$ cat config.mk
export PLATFORM = sky130hd
export DESIGN_NAME = mux4_rr_select
export DESIGN_NICKNAME = d
export VERILOG_FILES = /design/src/rtl/routing_pkg.sv /design/src/rtl/rr_pick4.sv /design/src/rtl/mux4_rr_select.sv
export SDC_FILE = /design/constraint.sdc
export NUM_CORES = 1
export LEC_CHECK = 0
export CAP_MARGIN = 20
export CORE_UTILIZATION = 43
export CTS_BUF_LIST = sky130_fd_sc_hd__clkbuf_8
export DETAILED_ROUTE_END_ITERATION = 12
export GPL_ROUTABILITY_DRIVEN = 0
export GPL_TIMING_DRIVEN = 0
export PLACE_DENSITY = 0.65
export SLEW_MARGIN = 20
export SYNTH_ARGS = -nofsm -noshare
export SYNTH_HDL_FRONTEND = slang
export SYNTH_SLANG_ARGS = --single-unit
$ cat constraint.sdc
create_clock -name clk -period 3.6 [get_ports clk]
set_input_delay 0.54 -clock clk [delete_from_list [all_inputs] [get_ports clk]]
set_output_delay 0.54 -clock clk [all_outputs]
set_load 0.01 [all_outputs]
$ cat src/rtl/routing_pkg.sv
// Constants and state encoding shared by the 4:1 routing mux family.
// Includes the sel-to-one-hot helper used to build grant vectors.
package routing_pkg;

  localparam int SEL_W = 2;
  localparam int N_REQ = 4;

  typedef enum logic {
    ST_IDLE = 1'b0,
    ST_BUSY = 1'b1
  } state_t;

  function automatic logic [N_REQ-1:0] sel_onehot(input logic [SEL_W-1:0] s);
    logic [N_REQ-1:0] oh;
    oh = '0;
    oh[s] = 1'b1;
    return oh;
  endfunction

endpackage

$ cat src/rtl/rr_pick4.sv
// Combinational rotate-priority encoder for four requesters.
// The search starts one above 'last' and wraps; the first set bit wins.
module rr_pick4
  import routing_pkg::*;
(
  input  logic [N_REQ-1:0] req,
  input  logic [SEL_W-1:0] last,
  output logic             any,
  output logic [SEL_W-1:0] win
);

  logic [SEL_W-1:0] w_start;
  logic [SEL_W-1:0] w_idx1;
  logic [SEL_W-1:0] w_idx2;
  logic [SEL_W-1:0] w_idx3;
  logic [N_REQ-1:0] w_rot;
  logic [SEL_W-1:0] w_off;

  // Two-bit adds wrap naturally, giving the mod-4 rotation for free.
  assign w_start = last + 2'd1;
  assign w_idx1  = w_start + 2'd1;
  assign w_idx2  = w_start + 2'd2;
  assign w_idx3  = w_start + 2'd3;

  assign w_rot[0] = req[w_start];
  assign w_rot[1] = req[w_idx1];
  assign w_rot[2] = req[w_idx2];
  assign w_rot[3] = req[w_idx3];

  always_comb begin
    w_off = 2'd3;
    if (w_rot[0])      w_off = 2'd0;
    else if (w_rot[1]) w_off = 2'd1;
    else if (w_rot[2]) w_off = 2'd2;
  end

  assign any = |req;
  assign win = w_start + w_off;

endmodule

$ cat src/rtl/mux4_rr_select.sv
// Round-robin select sequencer driving the 4:1 one-bit routing mux (sel, one-hot grant, valid).
// Optional grant locking across transfers is enabled by defining MUX4_RR_LOCK_EN.
module mux4_rr_select
  import routing_pkg::*;
#(
  parameter int TIMEOUT = 16,
  parameter int CNT_W   = 5
) (
  input  logic       clk,
  input  logic       reset,
  input  logic [3:0] req,
  input  logic       lock,
  input  logic       ready,
  output logic [1:0] sel,
  output logic [3:0] grant,
  output logic       valid,
  output logic       timeout
);

  localparam logic [CNT_W-1:0] CNT_MAX = CNT_W'(TIMEOUT - 1);

  state_t           r_state;
  state_t           w_state_nxt;
  logic [SEL_W-1:0] r_sel;
  logic [N_REQ-1:0] r_grant;
  logic             r_valid;
  logic             r_timeout;
  logic [SEL_W-1:0] r_last;
  logic [CNT_W-1:0] r_cnt;

  logic [SEL_W-1:0] w_sel_nxt;
  logic [N_REQ-1:0] w_grant_nxt;
  logic             w_valid_nxt;
  logic             w_timeout_nxt;
  logic [SEL_W-1:0] w_last_nxt;
  logic [CNT_W-1:0] w_cnt_nxt;

  logic [SEL_W-1:0] w_pick_last;
  logic             w_any;
  logic [SEL_W-1:0] w_win;
  logic             w_req_sel;
  logic             w_cnt_max;
  logic             w_lock_xfer;

  // In BUSY a transfer makes sel the new 'last', so arbitrate from sel directly;
  // this lets the back-to-back reload happen in the same edge as the transfer.
  assign w_pick_last = (r_state == ST_BUSY) ? r_sel : r_last;

  rr_pick4 u_pick (
    .req  (req),
    .last (w_pick_last),
    .any  (w_any),
    .win  (w_win)
  );

  assign w_req_sel = req[r_sel];
  assign w_cnt_max = (r_cnt == CNT_MAX);

`ifdef MUX4_RR_LOCK_EN
  assign w_lock_xfer = lock & w_req_sel;
`else
  logic w_unused_lock;
  assign w_unused_lock = lock;
  assign w_lock_xfer   = 1'b0;
`endif

  always_ff @(posedge clk) begin
    if (reset) r_state <= ST_IDLE;
    else       r_state <= w_state_nxt;
  end

  always_comb begin
    w_state_nxt = r_state;
    case (r_state)
      ST_IDLE: begin
        if (w_any) w_state_nxt = ST_BUSY;
      end
      ST_BUSY: begin
        if (ready) begin
          if (w_lock_xfer || w_any) w_state_nxt = ST_BUSY;
          else                      w_state_nxt = ST_IDLE;
        end else if (!w_req_sel || w_cnt_max) begin
          w_state_nxt = ST_IDLE;
        end
      end
      default: w_state_nxt = ST_IDLE;
    endcase
  end

  // Withdraw is checked before timeout so a source that leaves keeps its priority.
  always_comb begin
    w_sel_nxt     = r_sel;
    w_valid_nxt   = r_valid;
    w_timeout_nxt = 1'b0;
    w_last_nxt    = r_last;
    w_cnt_nxt     = r_cnt;
    case (r_state)
      ST_IDLE: begin
        w_valid_nxt = 1'b0;
        if (w_any) begin
          w_sel_nxt   = w_win;
          w_valid_nxt = 1'b1;
          w_cnt_nxt   = '0;
        end
      end
      ST_BUSY: begin
        if (ready) begin
          if (w_lock_xfer) begin
            w_cnt_nxt = '0;
          end else begin
            w_last_nxt = r_sel;
            if (w_any) begin
              w_sel_nxt   = w_win;
              w_valid_nxt = 1'b1;
              w_cnt_nxt   = '0;
            end else begin
              w_valid_nxt = 1'b0;
            end
          end
        end else if (!w_req_sel) begin
          w_valid_nxt = 1'b0;
        end else if (w_cnt_max) begin
          w_timeout_nxt = 1'b1;
          w_last_nxt    = r_sel;
          w_valid_nxt   = 1'b0;
        end else begin
          w_cnt_nxt = w_cnt_max ? r_cnt : r_cnt + 1'b1;
        end
      end
      default: begin
        w_valid_nxt = 1'b0;
      end
    endcase
    w_grant_nxt = w_valid_nxt ? sel_onehot(w_sel_nxt) : '0;
  end

  always_ff @(posedge clk) begin
    if (reset) begin
      r_sel     <= '0;
      r_grant   <= '0;
      r_valid   <= 1'b0;
      r_timeout <= 1'b0;
      r_last    <= 2'd3;
      r_cnt     <= '0;
    end else begin
      r_sel     <= w_sel_nxt;
      r_grant   <= w_grant_nxt;
      r_valid   <= w_valid_nxt;
      r_timeout <= w_timeout_nxt;
      r_last    <= w_last_nxt;
      r_cnt     <= w_cnt_nxt;
    end
  end

  assign sel     = r_sel;
  assign grant   = r_grant;
  assign valid   = r_valid;
  assign timeout = r_timeout;

endmodule

==> metrics <==
Critical Path End Type=register; TritonCTS clock tree=built; static leakage=0.496 nW; Slew @ Worst Pin=514 ps; Cell Area, Synth=1020 um2; Die Y=50.8 um; Critical Path RT=3770 ps; Iter 0 DRT Violations=16; post-synthesis async set-or-reset flop share=0%; initial antenna violation count=0; IO Pins=16; Setup crit start kind=register; Avg Inst Size Synth=8.52 um2; vias in the first global route=846; largest net degree at the start of global routing=11; Worst EP arrival=2680 ps; Routed Antenna Nets=0; buffers and inverters on the worst path=1; DR DRC count=0; Main synth FF type=dfxtp_1; status=finished, final reports clean; cell area after layout=1240 um2; Synth Register Bits=16; Core Area=2230 um2; Vias/cell=5.42; CP max stage cell=dfxtp_1; share of cells above drive strength 1=10.9%; clk_lat worst skew=240 ps; skew final=0.935 ps; cell family with most CP delay=compound AO/OA/AOI/OAI gates; Congestion Overflow GR=0; Vias=894; CP Max Fanout=10; fill cell count=218; Max Cap Viol=0; root buf cell=clkbuf_8; Routed Wire Length=2100 um; YS warnings=0; synth-to-layout area growth=21.2%; Post-CTS Setup Bufs=0; 1st-pass router iterations=4; EDFF count, synth=0; part of the Yosys area used for sequential elements=31.3%; die footprint=2580 um2; GRT Total Usage=18.9%; Max-slew headroom=65.4%; hold slack=508 ps; Nets=150; Post-Route Utilization=55.5%; post-route minimum period=2500 ps; highest clock rate=400 MHz; Final Hold Vio Count=0; Cell Pwr Density=460 nW/um2; ANT cells=0; area of the multi-input gates=636 um2; Final setup viols=0; clock sinks=16; Mapped Cells=120; PortBufs=14; final worst-path cycle share=69.5%; # resized after CTS=0; Worst Hold Class=register to register; Starting Density=45.8%; Routed wire per std cell=12.7 um; RSZ-0062 raised after global routing=no; max incr delay on CP=450 ps; global-route wire length before repair=3660 um; pins over their slew limit=0; Clock Tree Buf Depth=2; row count=17; CTS buffer count=3; register area=320 um2; crit path kind=register to register; placed cell area=1200 um2; post-detail-place hpwl=1570 um; CTS clock-pin slew for the worst setup and hold paths=60 ps; H-tree levels=1; Die X=50.8 um; CP most frequent cell=a21oi_1; peak supply drop=0.303 mV; Hold Buf Count CTS=0; Synth cell types=38; Post-Syn Nets=131; Total Neg Setup Slack=0 ps; CP cell instances=buf_6 > mux2_2 > a21oi_1 > nor2_1 > a311oi_1 > a21oi_1 > ha_1 > nor3b_1 > mux2i_1 > a21oi_1
area by class of cell:
class                           instances  share of cell area [%]
Tap cell                               28                    2.83
Timing Repair Buffer                   14                    11.3
Clock buffer                            3                    3.33
Sequential cell                        16                    25.9
Buffer                                  7                    3.54
Inverter                                6                    1.82
Multi-Input combinational cell         91                    51.3
stage by stage:
step	setup WS [ps]	instances	power, mW
after floorplan	1390	120	0.372
after global placement	1010	162	0.435
after detailed placement	907	162	0.440
after CTS	1090	165	0.575
after global routing	795	165	0.610
final	1100	165	0.569
routing by layer:
layer,share of wire (%),track usage [%]
met2,49,34.4
met4,1.1,5.56
met3,2.5,2.73
met1,47,22.7
met5,0,0
worst min-delay path: stages (launching register included):
cell,delay [ps]
dfxtp_1,340
a21oi_1,60
nor2_1,70
logic make-up (layout without fill, tap and decap cells):
kind of cell / count (synthesis) / count (layout) / synth area share (%)
simple gates: 51 / 51 / 25.8
compound gates: 23 / 23 / 16.6
flops: 16 / 16 / 31.3
buf+inv: 13 / 30 / 6.49
mux: 11 / 11 / 13.5
fa+ha+maj: 3 / 3 / 3.67
xor+xnor: 3 / 3 / 2.57
report_power, final:
group / internal [mW] / switching, mW / leakage [nW]
clock: 0.0741 / 0.0592 / 0.0216
sequential: 0.195 / 0.0111 / 0.131
combinational: 0.114 / 0.116 / 0.343
total: 0.383 / 0.186 / 0.496
cells in the final DEF (no fill, tap or decap), types with 2 or more instances in the layout:
cell,instances
buf_2,2
clkbuf_1,3
nor3_1,4
a21o_1,3
a31oi_1,2
buf_6,2
xor2_1,2
nor2b_1,2
mux2i_1,7
nand3b_1,4
mux2_2,2
a21oi_1,11
nand2_1,11
clkbuf_8,3
nor3b_1,2
nand3_1,3
ha_1,3
inv_1,6
and3_1,3
nor2_1,14
clkdlybuf4s50_1,14
dfxtp_1,16
registers in the layout, indices dropped and copies added, names as in the netlist:
signal,flops
r_last,2
timeout,1
r_state,1
sel,2
r_cnt,5
grant,4
valid,1
cells in the mapped netlist, drive strengths merged, types with 2 or more instances:
master  instances  share of area, %
nor3b           3               2.7
inv             6               2.2
nand2          11               4.0
or2             2               1.2
dfxtp          16                31
a211oi          2               2.0
a21o            3               2.2
clkbuf          3               1.1
nand3b          4               2.9
mux2i           8               9.1
a21oi          11               5.4
buf             4               3.2
mux2            2               2.2
and3            3               1.8
a31oi           2               1.2
nor3            4               2.0
nand3           3               1.5
nor2           14               5.1
xor2            2               1.7
nor2b           2               1.2
ha              3               3.7
path summary, 6_finish.rpt:
check | end | slack, ps | startpoint | cells after the start
setup / recovery | grant[3]$_SDFF_PP0_ | 1100 | r_state$_SDFF_PP0_ | 10
hold / removal | r_cnt[3]$_SDFFE_PP0P_ | 510 | r_cnt[3]$_SDFFE_PP0P_ | 2
setup reg to reg | grant[3]$_SDFF_PP0_ | 1100 | r_state$_SDFF_PP0_ | 10
hold reg to reg | r_cnt[3]$_SDFFE_PP0P_ | 510 | r_cnt[3]$_SDFFE_PP0P_ | 2
Power figures use the tool's default switching activity.
